===== src/rtl/uart_pkg.sv =====
// Shared UART definitions: FSM state encodings, and helpers for constant sizing,
// baud divisor calculation and majority voting.
package uart_pkg;

  typedef enum logic [2:0] {
    ST_IDLE   = 3'd0,
    ST_START  = 3'd1,
    ST_DATA   = 3'd2,
    ST_PARITY = 3'd3,
    ST_STOP   = 3'd4
  } uart_state_e;

  function automatic int clog2(input int value);
    int r;
    int v;
    r = 32'sd0;
    v = value - 32'sd1;
    while (v > 32'sd0) begin
      r = r + 32'sd1;
      v = v >>> 1;
    end
    return r;
  endfunction

  // Rounded clock cycles per oversampling tick.
  function automatic int baud_div(input int clk_freq, input int baud, input int oversample);
    longint den;
    den = longint'(baud) * longint'(oversample);
    return int'((longint'(clk_freq) + den / 64'sd2) / den);
  endfunction

  function automatic logic maj3(input logic a, input logic b, input logic c);
    return (a & b) | (a & c) | (b & c);
  endfunction

endpackage


===== src/rtl/uart_rx_fifo.sv =====
// Synchronous receive FIFO with wrap-bit pointers; the read port keeps showing
// the last popped word while the FIFO is empty.
module uart_rx_fifo
  import uart_pkg::*;
#(
  parameter int DATA_W = 8,
  parameter int DEPTH  = 4
) (
  input  logic                   clk,
  input  logic                   rst,
  input  logic                   push_i,
  input  logic                   pop_i,
  input  logic [DATA_W-1:0]      wdata_i,
  output logic [DATA_W-1:0]      rdata_o,
  output logic                   full_o,
  output logic                   empty_o,
  output logic [clog2(DEPTH):0]  level_o
);

  localparam int AW = clog2(DEPTH);

  logic [AW:0]       wr_ptr_q, wr_ptr_d;
  logic [AW:0]       rd_ptr_q, rd_ptr_d;
  logic [DATA_W-1:0] last_q, last_d;
  logic [DATA_W-1:0] mem_q [DEPTH];
  logic              push_ok_s;
  logic              pop_ok_s;

  assign empty_o   = (wr_ptr_q == rd_ptr_q);
  assign full_o    = (wr_ptr_q[AW-1:0] == rd_ptr_q[AW-1:0]) && (wr_ptr_q[AW] != rd_ptr_q[AW]);
  assign level_o   = wr_ptr_q - rd_ptr_q;
  assign pop_ok_s  = pop_i & ~empty_o;
  // A pop frees the slot in the same cycle, so a full FIFO still accepts a push.
  assign push_ok_s = push_i & (~full_o | pop_ok_s);
  assign rdata_o   = empty_o ? last_q : mem_q[rd_ptr_q[AW-1:0]];

  always_comb begin
    wr_ptr_d = wr_ptr_q;
    rd_ptr_d = rd_ptr_q;
    last_d   = last_q;
    if (push_ok_s) begin
      wr_ptr_d = wr_ptr_q + {{AW{1'b0}}, 1'b1};
    end else begin
      wr_ptr_d = wr_ptr_q;
    end
    if (pop_ok_s) begin
      rd_ptr_d = rd_ptr_q + {{AW{1'b0}}, 1'b1};
      last_d   = mem_q[rd_ptr_q[AW-1:0]];
    end else begin
      rd_ptr_d = rd_ptr_q;
    end
  end

  always_ff @(posedge clk) begin
    if (rst) begin
      wr_ptr_q <= '0;
      rd_ptr_q <= '0;
      last_q   <= '0;
    end else begin
      wr_ptr_q <= wr_ptr_d;
      rd_ptr_q <= rd_ptr_d;
      last_q   <= last_d;
    end
  end

  always_ff @(posedge clk) begin
    if (push_ok_s) begin
      mem_q[wr_ptr_q[AW-1:0]] <= wdata_i;
    end
  end

endmodule


===== src/rtl/uart_rx_param.sv =====
// UART receiver: 2-flop synchroniser, oversampling tick, 3-sample mid-bit vote,
// frame FSM and output FIFO. Define UART_RX_PARITY_EN to receive a parity bit.
module uart_rx_param
  import uart_pkg::*;
#(
  parameter int CLK_FREQ   = 50_000_000,
  parameter int BAUD       = 9600,
  parameter int OVERSAMPLE = 16,
  parameter int DATA_W     = 8,
  parameter int FIFO_DEPTH = 4,
  parameter int PARITY_ODD = 0
) (
  input  logic                        clk,
  input  logic                        rst,
  input  logic                        rx,
  output logic [DATA_W-1:0]           rx_data,
  output logic                        rx_valid,
  input  logic                        rx_ready,
  output logic                        frame_err,
  output logic                        parity_err,
  output logic                        overrun,
  output logic [clog2(FIFO_DEPTH):0]  fifo_level
);

  localparam int DIV   = baud_div(CLK_FREQ, BAUD, OVERSAMPLE);
  localparam int CNT_W = (DIV > 1) ? clog2(DIV) : 1;
  localparam int IDX_W = clog2(OVERSAMPLE);
  localparam int BIT_W = clog2(DATA_W);
  localparam int HALF  = OVERSAMPLE / 2;

  localparam logic [CNT_W-1:0] CNT_TOP = CNT_W'(DIV - 1);
  localparam logic [IDX_W-1:0] IDX_TOP = IDX_W'(OVERSAMPLE - 1);
  localparam logic [IDX_W-1:0] IDX_S0  = IDX_W'(HALF - 1);
  localparam logic [IDX_W-1:0] IDX_S1  = IDX_W'(HALF);
  localparam logic [IDX_W-1:0] IDX_DEC = IDX_W'(HALF + 1);
  localparam logic [BIT_W-1:0] BIT_TOP = BIT_W'(DATA_W - 1);
  localparam logic             ODD_BIT = (PARITY_ODD != 0);

  uart_state_e       state_q, state_d;
  logic              rx_meta_q, rx_sync_q;
  logic [CNT_W-1:0]  cnt_q, cnt_d;
  logic [IDX_W-1:0]  idx_q, idx_d, idx_nxt_s;
  logic [1:0]        smp_q, smp_d;
  logic [BIT_W-1:0]  bit_cnt_q, bit_cnt_d;
  logic [DATA_W-1:0] shift_q, shift_d;
  logic              par_q, par_d;
  logic              frame_err_q, frame_err_d;
  logic              parity_err_q, parity_err_d;
  logic              overrun_q, overrun_d;
  logic              tick_s, decide_s, vote_s, start_edge_s, par_bad_s, push_s;
  logic              fifo_full_s, fifo_empty_s;

  assign tick_s       = (cnt_q == CNT_TOP);
  assign idx_nxt_s    = (idx_q == IDX_TOP) ? '0 : idx_q + IDX_W'(1);
  // Third sample arrives on the decision tick, so it is voted straight from the synchroniser.
  assign decide_s     = tick_s & (idx_nxt_s == IDX_DEC);
  assign vote_s       = maj3(smp_q[1], smp_q[0], rx_sync_q);
  assign start_edge_s = (state_q == ST_IDLE) & ~rx_sync_q;

`ifdef UART_RX_PARITY_EN
  assign par_bad_s = par_q ^ ODD_BIT;
`else
  logic unused_parity_s;
  assign unused_parity_s = par_q ^ ODD_BIT;
  assign par_bad_s       = 1'b0;
`endif

  // Two-flop synchroniser, preset to idle level.
  always_ff @(posedge clk) begin
    if (rst) begin
      rx_meta_q <= 1'b1;
      rx_sync_q <= 1'b1;
    end else begin
      rx_meta_q <= rx;
      rx_sync_q <= rx_meta_q;
    end
  end

  // FSM state register.
  always_ff @(posedge clk) begin
    if (rst) begin
      state_q <= ST_IDLE;
    end else begin
      state_q <= state_d;
    end
  end

  // FSM next-state logic.
  always_comb begin
    state_d = state_q;
    case (state_q)
      ST_IDLE: begin
        if (!rx_sync_q) state_d = ST_START;
        else            state_d = ST_IDLE;
      end
      ST_START: begin
        if (decide_s) state_d = vote_s ? ST_IDLE : ST_DATA;
        else          state_d = ST_START;
      end
      ST_DATA: begin
        if (decide_s && (bit_cnt_q == BIT_TOP)) begin
`ifdef UART_RX_PARITY_EN
          state_d = ST_PARITY;
`else
          state_d = ST_STOP;
`endif
        end else begin
          state_d = ST_DATA;
        end
      end
      ST_PARITY: begin
`ifdef UART_RX_PARITY_EN
        if (decide_s) state_d = ST_STOP;
        else          state_d = ST_PARITY;
`else
        state_d = ST_IDLE;
`endif
      end
      ST_STOP: begin
        if (decide_s) state_d = ST_IDLE;
        else          state_d = ST_STOP;
      end
      default: state_d = ST_IDLE;
    endcase
  end

  // FSM outputs: frame verdict at the stop-bit decision.
  always_comb begin
    push_s       = 1'b0;
    frame_err_d  = 1'b0;
    parity_err_d = 1'b0;
    if ((state_q == ST_STOP) && decide_s) begin
      if (!vote_s)        frame_err_d  = 1'b1;
      else if (par_bad_s) parity_err_d = 1'b1;
      else                push_s       = 1'b1;
    end else begin
      push_s = 1'b0;
    end
  end

  assign overrun_d = push_s & fifo_full_s & ~rx_ready;

  // Tick timing, vote samples, shift register and running parity.
  always_comb begin
    cnt_d     = tick_s ? '0 : cnt_q + CNT_W'(1);
    idx_d     = idx_q;
    smp_d     = smp_q;
    bit_cnt_d = bit_cnt_q;
    shift_d   = shift_q;
    par_d     = par_q;
    if (start_edge_s) begin
      cnt_d     = '0;
      idx_d     = '0;
      bit_cnt_d = '0;
      par_d     = 1'b0;
    end else begin
      if (tick_s) begin
        idx_d = idx_nxt_s;
        if (idx_nxt_s == IDX_S0)      smp_d[1] = rx_sync_q;
        else if (idx_nxt_s == IDX_S1) smp_d[0] = rx_sync_q;
        else                          smp_d    = smp_q;
      end else begin
        idx_d = idx_q;
      end
      if (decide_s && (state_q == ST_DATA)) begin
        shift_d   = {vote_s, shift_q[DATA_W-1:1]};
        bit_cnt_d = (bit_cnt_q == BIT_TOP) ? '0 : bit_cnt_q + BIT_W'(1);
        par_d     = par_q ^ vote_s;
      end else if (decide_s && (state_q == ST_PARITY)) begin
        par_d = par_q ^ vote_s;
      end else begin
        shift_d = shift_q;
      end
    end
  end

  // Datapath and error-pulse registers.
  always_ff @(posedge clk) begin
    if (rst) begin
      cnt_q        <= '0;
      idx_q        <= '0;
      smp_q        <= 2'b11;
      bit_cnt_q    <= '0;
      shift_q      <= '0;
      par_q        <= 1'b0;
      frame_err_q  <= 1'b0;
      parity_err_q <= 1'b0;
      overrun_q    <= 1'b0;
    end else begin
      cnt_q        <= cnt_d;
      idx_q        <= idx_d;
      smp_q        <= smp_d;
      bit_cnt_q    <= bit_cnt_d;
      shift_q      <= shift_d;
      par_q        <= par_d;
      frame_err_q  <= frame_err_d;
      parity_err_q <= parity_err_d;
      overrun_q    <= overrun_d;
    end
  end

  assign frame_err  = frame_err_q;
  assign parity_err = parity_err_q;
  assign overrun    = overrun_q;
  assign rx_valid   = ~fifo_empty_s;

  uart_rx_fifo #(
    .DATA_W (DATA_W),
    .DEPTH  (FIFO_DEPTH)
  ) u_fifo (
    .clk     (clk),
    .rst     (rst),
    .push_i  (push_s),
    .pop_i   (rx_ready),
    .wdata_i (shift_q),
    .rdata_o (rx_data),
    .full_o  (fifo_full_s),
    .empty_o (fifo_empty_s),
    .level_o (fifo_level)
  );

endmodule

===== config.mk =====
export PLATFORM = sky130hd
export DESIGN_NAME = uart_rx_param
export DESIGN_NICKNAME = d
export VERILOG_FILES = /design/src/rtl/uart_pkg.sv /design/src/rtl/uart_rx_fifo.sv /design/src/rtl/uart_rx_param.sv
export SDC_FILE = /design/constraint.sdc
export NUM_CORES = 1
export LEC_CHECK = 0
export CAP_MARGIN = 25
export CORE_MARGIN = 2
export CORE_UTILIZATION = 55
export CTS_BUF_LIST = sky130_fd_sc_hd__clkbuf_4 sky130_fd_sc_hd__clkbuf_8
export DETAILED_ROUTE_END_ITERATION = 8
export DONT_BUFFER_PORTS = 1
export GPL_ROUTABILITY_DRIVEN = 0
export PLACE_DENSITY = 0.74
export SYNTH_ARGS = -nofsm -noshare
export SYNTH_HDL_FRONTEND = slang
export SYNTH_HIERARCHICAL = 1
export SYNTH_SLANG_ARGS = --single-unit

===== constraint.sdc =====
create_clock -name clk -period 2.2 [get_ports clk]
set_input_delay 0.44 -clock clk [delete_from_list [all_inputs] [get_ports clk]]
set_output_delay 0.44 -clock clk [all_outputs]
set_load 0.005 [all_outputs]

==> metrics, run 1 <==
starting density of the core around 56%; drt drc 0; R2R depth 7; worst setup margin 0.0867 ns; Die X-Extent slightly below 90 um; Synth cell types 62; area post-placement about 0.004 sq mm; Static Leak roughly 1.5 nW; GRT Total Usage between 20% and 30%; WHS roughly 0.17 ns; Yosys Warn Count 6; fill count 522; syn nets about 360; Clock Latency Late Sink between 0.3 and 0.4 ns; CTS clock-pin slew for the worst setup and hold paths ~0.08 ns; hold path startpoint rst; worst slew pin tran 0.798 ns; Final TNS setup 0 ns; area share of the largest cell type after synthesis 26.1%; synthesized cell area around 0.0038 sq mm; status finished clean; Port Buf Inserts 0; total length of routed met3 wires between 200 and 300 um; Final period util a little over nine tenths; GR Overflow Total 0; commonest non-fill, non-tap cell in the layout dfxtp_1; sink of the worst hold path shift_q[7]; core area about 0.0067 sq mm; Post-synth EDFFs 32; # H-tree levels 3; crit path launch type flop; Rows 30; clock root buffer master clkbuf_8; wire length on met1 slightly above 3000 um; Place WS approximately 0.042 ns; max_cap viols 0; Syn-to-layout area delta 12.2%; VDD IR-drop max about 0.42 mV; flops & latches, synth between 80 and 90; DR vias 2614; reg2reg start cnt_q[7]; Die ar. 0.00752 sq mm; clock period minus worst slack 2.11 ns; Data required, critical path between 1.5 and 2 ns; final net count roughly 370; synth top area cells dfxtp_1, edfxtp_1, ha_1, mux4_2, nand3_1; synthesized area per cell around 11 sq um; post-synthesis async set-or-reset flop share 0%; top sig layer met4; vias in the first global route around 2500; CTS tree yes; post-synthesis sequential area ratio between 50% and 60%; die height 86.7 um; Bufs on Longest Clock Path 2; Routed wire per std cell approximately 16 um; diode count 0; final hold viol count 0; Rel. slew slack 46.6%; Post-DRT Antenna Nets 0; hold depth 1; Max Fclk approximately 470 MHz; worst path arrival time 1.67 ns; Main synth FF type dfxtp_1; Post-Route WL between 7000 and 8000 um; CTS sink count 81; largest net degree at the start of global routing 34; Crit Path Class flop to output port; post-route cell area about 0.0042 sq mm; Hold WC Path Type input port to flop; WL met2 between 3000 and 4000 um; Vias/cell 6.00; layout cells sized above 1 between 20% and 30%; most frequent cells in the layout dfxtp_1, edfxtp_1, nand3_1, nor2_1, buf_4; Max Clock Skew ~0.014 ns; Slew Viols, Final 0; initial antenna violation count 0; CP Capture Type output port; first-pass GRT wire length approximately 12000 um; Cells after Synth between 300 and 400; drt first pass iters 4; pwr/cell area around 750 mW/mm^2; FF-to-FF End u_fifo/mem_q[3][2]; Detail Placement HPWL 4970 um; top cell type by total area after synthesis dfxtp_1; r2r setup slk ~0.15 ns; io pins 19; initial DRC count 157; hold buffers post-CTS 0; final setup violation count 0; Crit Path Max Fanout 5; clock buffer count from CTS 9; unrepaired setup endpoints after global routing no
[critical path, stage by stage, from the launching register on]
cell and delay [ns]:
dfxtp_2 0.35, inv_1 0.06, ha_1 0.30, and2_4 0.19
nand2_4 0.08, mux2_2 0.35
[synth_stat cells, types with 2 or more instances]
cell,number
ha_1,15
o211ai_1,6
edfxtp_1,32
and2_1,4
nand2_1,7
o21ai_0,23
o41ai_1,2
dfxtp_1,49
buf_6,2
mux4_2,8
nor2_1,23
mux2_2,6
mux2i_1,2
nand3b_1,2
or3b_2,2
and3_1,4
o311ai_0,7
nor3_1,2
a21oi_1,18
buf_2,5
a31oi_1,3
or4_1,2
a221o_1,2
o2111ai_1,2
clkbuf_1,10
nor2b_1,5
nand3_1,24
a311o_1,2
xnor2_1,6
o211a_1,2
inv_1,19
xor2_1,4
nand4_1,4
or2_2,4
[cell families (layout without fill, tap and decap cells)]
group                      count (synthesis)  after routing  synth area share [%]
DFF                                       81             81                  51.6
buffers and inverters                     39             59                  4.55
muxes                                     16             16                  7.11
and+or+nand+nor                           97             97                  14.9
xor gates and xnor gates                  11             11                  2.76
adders and majority gates                 17             17                  5.78
other                                      1              1                0.0996
AOI/OAI and AO/OA                         74             74                  13.2
[per-layer routing]
layer / vias up / track usage, %
met3: 7 / 5.43
met2: 45 / 35.0
li1: 1274 / -
met1: 1288 / 24.1
met5: - / 0
met4: 0 / 7.95
[metrics by stage]
step / utilization (%) / power [mW] / cells
floorplan: - / 1.91 / 336
global placement: 58.6 / 1.98 / 418
detailed placement: 58.6 / 1.99 / 418
CTS: 62.3 / 3.17 / 435
global route: 62.8 / 3.30 / 436
finish: 62.8 / 3.16 / 436
[state kept, by name (all words and copies together), names as in the netlist, named ones only]
| register | cells |
|---|---|
| smp_q | 2 |
| idx_q | 4 |
| shift_q | 8 |
| state_q | 3 |
| cnt_q | 9 |
| u_fifo/rd_ptr_q | 3 |
| u_fifo/wr_ptr_q | 3 |
| bit_cnt_q | 3 |
| frame_err | 1 |
| rx_meta_q | 1 |
| u_fifo/mem_q | 32 |
| rx_sync_q | 1 |
| u_fifo/last_q | 8 |
| overrun | 1 |
[how the worst max path moves through the flow]
stage                             startpoint                  to  slack (ns)  cells after the start
after global placement              cnt_q[7]  u_fifo/mem_q[0][6]        0.11                      6
after floorplan                     idx_q[0]  u_fifo/mem_q[2][0]      0.0009                      8
after CTS                 u_fifo/rd_ptr_q[1]          rx_data[0]      0.0004                      5
final                     u_fifo/rd_ptr_q[1]          rx_data[0]        0.09                      5
after global routing      u_fifo/rd_ptr_q[1]          rx_data[7]       0.007                      6
after detailed placement            cnt_q[7]  u_fifo/mem_q[2][6]        0.04                      6
[power breakdown]
part / total [mW] / internal (mW) / switching (mW) / leakage [nW]
combinational: 0.374 / 0.169 / 0.205 / 0.739
sequential: 1.62 / 1.59 / 0.0315 / 0.694
clock: 1.16 / 0.646 / 0.515 / 0.109
total: 3.16 / 2.40 / 0.752 / 1.54
[area by class of cell]
class | count | area [sq um] | share of cell area [%]
clock buffer | 10 | 131 | 3.11
clock inverter | 6 | 82.6 | 1.96
inverter | 20 | 75.1 | 1.78
multi-input combinational | 216 | 1710 | 40.5
sequential | 81 | 1940 | 46.1
tap | 80 | 100 | 2.37
timing repair buffer | 23 | 176 | 4.18
[what timing repair did]
item                                    CTS  global route
buffers inserted                          1             1
hold endpoints to repair                  0             0
gates resized for setup                  11            13
pin swaps                                 1             0
endpoints found under the setup margin    9            44
Note: power is estimated with default switching activity, not from simulation.
==> run 2, diff against run 1 <==
--- a/config.mk
+++ b/config.mk
@@ -9,11 +9,14 @@
 export CORE_MARGIN = 2
 export CORE_UTILIZATION = 55
 export CTS_BUF_LIST = sky130_fd_sc_hd__clkbuf_4 sky130_fd_sc_hd__clkbuf_8
+export CTS_CLUSTER_SIZE = 14
 export DETAILED_ROUTE_END_ITERATION = 8
 export DONT_BUFFER_PORTS = 1
 export GPL_ROUTABILITY_DRIVEN = 0
 export PLACE_DENSITY = 0.74
+export SETUP_SLACK_MARGIN = 0.02
 export SYNTH_ARGS = -nofsm -noshare
 export SYNTH_HDL_FRONTEND = slang
 export SYNTH_HIERARCHICAL = 1
 export SYNTH_SLANG_ARGS = --single-unit
+export TNS_END_PERCENT = 100
==> metrics, run 2 (synthesis gave the netlist of run 1 again) <==
status finished clean; diode count 0; top sig layer met4; # H-tree levels 3; delay-heaviest family, CP simple AND/OR/NAND/NOR gates; layout cells sized above 1 ~22%; CP Cell Sequence or4b_4, nor2_4, nand3_4, nor2_2, o31a_1, and2_2; CTS clock-pin slew for the worst setup and hold paths approximately 0.080 ns; Detail Placement HPWL approximately 5100 um; Final period util between 90% and 100%; R2R depth 6; wire length on met1 slightly above 3000 um; Slew Viols, Final 0; Max Clock Skew ~0.0094 ns; final hold viol count 0; Routed wire per std cell 16.5 um; Crit Path Class flop to flop; Rel. slew slack approximately 45%; die height slightly below 90 um; CP max stage delay 0.57 ns; Rows 30; Vias/cell approximately 6; CTS sink count approximately 80; Hold WC Path Type input port to flop; Max Fclk between 400 and 500 MHz; pwr/cell area between 700 and 800 mW/mm^2; hold buffers post-CTS 0; WHS between 0.15 and 0.2 ns; Setup crit end u_fifo/mem_q[1][4]; io pins 19; CTS tree yes; CP Capture Type flop; FF-to-FF End u_fifo/mem_q[1][4]; initial DRC count 87; Crit. Startpoint cnt_q[7]; final core utilization about three fifths; Static Leak about 1.5 nW; Data required, critical path approximately 2.3 ns; clock period minus worst slack between 2 and 2.5 ns; unrepaired setup endpoints after global routing yes; Final TNS setup 0 ns; most frequent cells in the layout dfxtp_1, edfxtp_1, nand3_1, nor2_1; total length of routed met3 wires between 400 and 500 um; Port Buf Inserts 0; worst path arrival time 2.16 ns; reg2reg start cnt_q[7]; max reg flops 32; WP buf/inv 0; core area 0.00672 sq mm; slowest cell on the critical path or4b_4; overall power roughly 3.0 mW; Post-DRT Antenna Nets 0; commonest non-fill, non-tap cell in the layout dfxtp_1; final net count between 300 and 400; WL met2 3520 um; worst slew pin tran roughly 0.83 ns; Clock Latency Late Sink 0.36 ns; GRT Total Usage just over 20%; Post-Route WL approximately 7100 um; vias in the first global route between 2000 and 2500; r2r setup slk 0.09 ns; drt drc 0; Syn-to-layout area delta 10.6%; max_cap viols 0; hold depth 1; clock root buffer master clkbuf_8; GR Overflow Total 0; VDD IR-drop max around 0.50 mV; Die ar. between 0.007 and 0.008 sq mm; fill count around 530; starting density of the core a little under three fifths; Crit Path Max Fanout 8; clock buffer count from CTS 9; WP depth 6; DR vias 2587; Die X-Extent ~87 um; drt first pass iters 5; Bufs on Longest Clock Path 2; initial antenna violation count 0; crit path launch type flop; final setup violation count 0; first-pass GRT wire length 12000 um; largest net degree at the start of global routing 34
## run 2: cell count changes in the layout (fill, tap and decap cells not counted), sizes merged
cell | previous run | this run
clkbuf | 10 | 9
buf | 23 | 19
bufinv | 2 | 0
inv | 19 | 21
clkinvlp | 1 | 2
## run 2: metrics by stage
step                worst slack (ns)  instances  instance area [sq um]
floorplan                    0.00262        336                   3780
global placement               0.114        415                   3920
detailed placement            0.0695        415                   3920
CTS                           0.0250        432                   4130
global route                -0.00828        432                   4160
finish                        0.0885        432                   4160
## run 2: routing by layer
layer	track usage [%]	vias to the layer above
met5	0	-
met2	33.9	67
li1	-	1265
met3	6.76	14
met4	7.10	0
met1	25.9	1241
## run 2: what timing repair did
| item | in CTS | in global routing |
|---|---|---|
| pin swaps | 0 | 1 |
| gates cloned | 0 | 0 |
| setup endpoints to repair | 9 | 49 |
| resized for setup | 12 | 11 |
| setup buffers | 1 | 0 |
## run 2: cell type report
class,instances,area [sq um],share of cell area (%)
multi-input combinational,216,1720,41.3
tap,80,100,2.40
timing repair buffer,19,146,3.52
sequential,81,1950,46.7
inverter,20,75.1,1.80
clock buffer,9,124,2.98
clock inverter,7,53.8,1.29
## run 2: where the power goes
| group | total, mW | switching (mW) | internal [mW] |
|---|---|---|---|
| logic | 0.372 | 0.207 | 0.165 |
| registers | 1.62 | 0.0311 | 1.59 |
| clock network | 0.967 | 0.550 | 0.417 |
| total | 2.96 | 0.788 | 2.17 |
## run 2: worst min path at each step
stage / from / endpoint / slack [ns]
2_1_floorplan: rx_meta_q / rx_sync_q / 0.39
3_3_place_gp: rx_meta_q / rx_sync_q / 0.42
3_5_place_dp: rx_meta_q / rx_sync_q / 0.42
4_1_cts: rst / shift_q[5] / 0.14
5_1_grt: rst / shift_q[3] / 0.13
6_report: rst / shift_q[7] / 0.16
==> run 3, diff against run 2 <==
--- a/config.mk
+++ b/config.mk
@@ -13,10 +13,10 @@
 export DETAILED_ROUTE_END_ITERATION = 8
 export DONT_BUFFER_PORTS = 1
 export GPL_ROUTABILITY_DRIVEN = 0
+export GPL_TIMING_DRIVEN = 0
 export PLACE_DENSITY = 0.74
 export SETUP_SLACK_MARGIN = 0.02
 export SYNTH_ARGS = -nofsm -noshare
 export SYNTH_HDL_FRONTEND = slang
 export SYNTH_HIERARCHICAL = 1
 export SYNTH_SLANG_ARGS = --single-unit
-export TNS_END_PERCENT = 100
==> constraint.sdc (replaced) <==
create_clock -name clk -period 2.2 [get_ports clk]
set_input_delay 0.44 -clock clk [delete_from_list [all_inputs] [get_ports clk]]
set_output_delay 0.44 -clock clk [all_outputs]
set_load 0.1 [all_outputs]
==> metrics, run 3 (synthesis gave the netlist of run 1 again) <==
status complete, but fails checks; violated checks setup timing; CP Capture Type output port; Port Buf Inserts 0; Crit. Startpoint u_fifo/rd_ptr_q[1]; Routed wire per std cell 17.3 um; pwr/cell area about 830 mW/mm^2; VDD IR-drop max between 0.3 and 0.4 mV; slowest cell on the critical path o21ai_4; sink of the worst hold path rx_meta_q; worst slew pin tran roughly 0.94 ns; CP Cell Sequence inv_2, ha_4, and2_4, nand2_8, clkbuf_16, o21ai_4; diode count 0; max reg flops 32; commonest non-fill, non-tap cell in the layout dfxtp_1; first-pass GRT wire length 12500 um; Syn-to-layout area delta 20.4%; max_cap viols 0; Vias/cell between 5 and 6; Crit Path Class flop to output port; CP max stage delay approximately 0.56 ns; Max Fclk 411 MHz; Final period util 110%; CTS clock-pin slew for the worst setup and hold paths 0.08 ns; clock period minus worst slack 2.43 ns; layout cells sized above 1 a little under a third; drt first pass iters 4; FF-to-FF End u_fifo/mem_q[2][7]; Die X-Extent roughly 87 um; crit path launch type flop; clock root buffer master clkbuf_8; core area ~0.0067 sq mm; clock buffer count from CTS 9; DR vias between 2000 and 3000; most frequent cells in the layout dfxtp_1, edfxtp_1, nand3_1, nor2_1, a21oi_1; GR Overflow Total 0; r2r setup slk -0.02 ns; Post-Route WL approximately 8000 um; vias in the first global route ~2700; initial DRC count 149; unrepaired setup endpoints after global routing yes; Die ar. approximately 0.0075 sq mm; Post-DRT Antenna Nets 0; fill count about 500; final hold viol count 0; Crit Path Max Fanout 5; Bufs on Longest Clock Path 2; hold buffers post-CTS 0; Max Clock Skew 0.00854 ns; Rows 30; Detail Placement HPWL 5050 um; worst setup margin -0.231 ns; R2R depth 7; final net count ~380; CTS sink count 81; hold path startpoint rx; delay-heaviest family, CP compound AO/OA/AOI/OAI gates; GRT Total Usage roughly 22%; largest net degree at the start of global routing 16; Slew Viols, Final 0; reg2reg start cnt_q[4]; initial antenna violation count 0; WP buf/inv 2; io pins 19; CTS tree yes; starting density of the core 56.0%; # H-tree levels 3; Static Leak approximately 1.6 nW; hold depth 1; overall power 3.75 mW; Hold WC Path Type input port to flop; die height 86.7 um; drt drc 0; WHS ~0.21 ns; Clock Latency Late Sink approximately 0.33 ns; final setup violation count 34; Rel. slew slack ~38%; worst path arrival time 1.99 ns; Data required, critical path 1.76 ns
==> run 3: worst max path at each step <==
stage / to / slack, ns / cells past startpoint
after floorplan: rx_data[2] / 0.02 / 6
after global placement: u_fifo/mem_q[2][5] / -0.30 / 7
after detailed placement: u_fifo/mem_q[2][5] / -0.33 / 7
after CTS: rx_data[7] / -0.25 / 6
after global routing: rx_data[5] / -0.27 / 6
final: rx_data[7] / -0.23 / 6
==> run 3: worst register-to-register path, cell delays in order (launching register included) <==
cell and delay, ns:
dfxtp_4 0.36, or4b_4 0.56, nor2_4 0.15, buf_6 0.12, nand3_4 0.10, nor2_4 0.15
o31a_1 0.24, and2_4 0.26
==> run 3: per-stage QoR <==
| step | TNS, ns | cell area, sq um | cells | util, % | worst slack [ns] |
|---|---|---|---|---|---|
| 2_1_floorplan | 0 | 3900 | 336 | - | 0.0231 |
| 3_5_place_dp | -10.14 | 4000 | 416 | 59.5 | -0.334 |
| 5_1_grt | -5.27 | 4530 | 449 | 67.4 | -0.273 |
| 4_1_cts | -2.02 | 4440 | 445 | 66.1 | -0.249 |
| 6_report | -2.28 | 4530 | 449 | 67.4 | -0.231 |
| 3_3_place_gp | -9.21 | 4000 | 416 | 59.5 | -0.303 |
==> run 3: what timing repair did <==
action                     in CTS  in global routing
pin swaps                      10                  7
setup endpoints to repair      46                 46
cloned                          1                  0
resized for setup              41                 19
setup buffers                  13                  5
==> run 3: per-layer routing <==
layer	up-vias	part of all wire, %	track usage (%)
met5	-	0	0
met4	0	1.3	10.2
met3	10	2.7	3.52
met2	55	51	37.2
met1	1300	45	26.5
li1	1300	-	-
==> run 3: power by group <==
part	internal [mW]	switching [mW]	total, mW
registers	1.59	0.0387	1.63
logic	0.300	0.808	1.11
clock network	0.527	0.492	1.02
==> run 3: layout make-up <==
class	count	area, sq um	share of cell area [%]
Buffer	17	118	2.60
Clock buffer	14	180	3.98
Clock inverter	2	12.5	0.276
Inverter	20	87.6	1.93
Multi-Input combinational cell	216	1900	41.9
Sequential cell	81	1960	43.3
Tap cell	80	100	2.21
Timing Repair Buffer	19	173	3.81
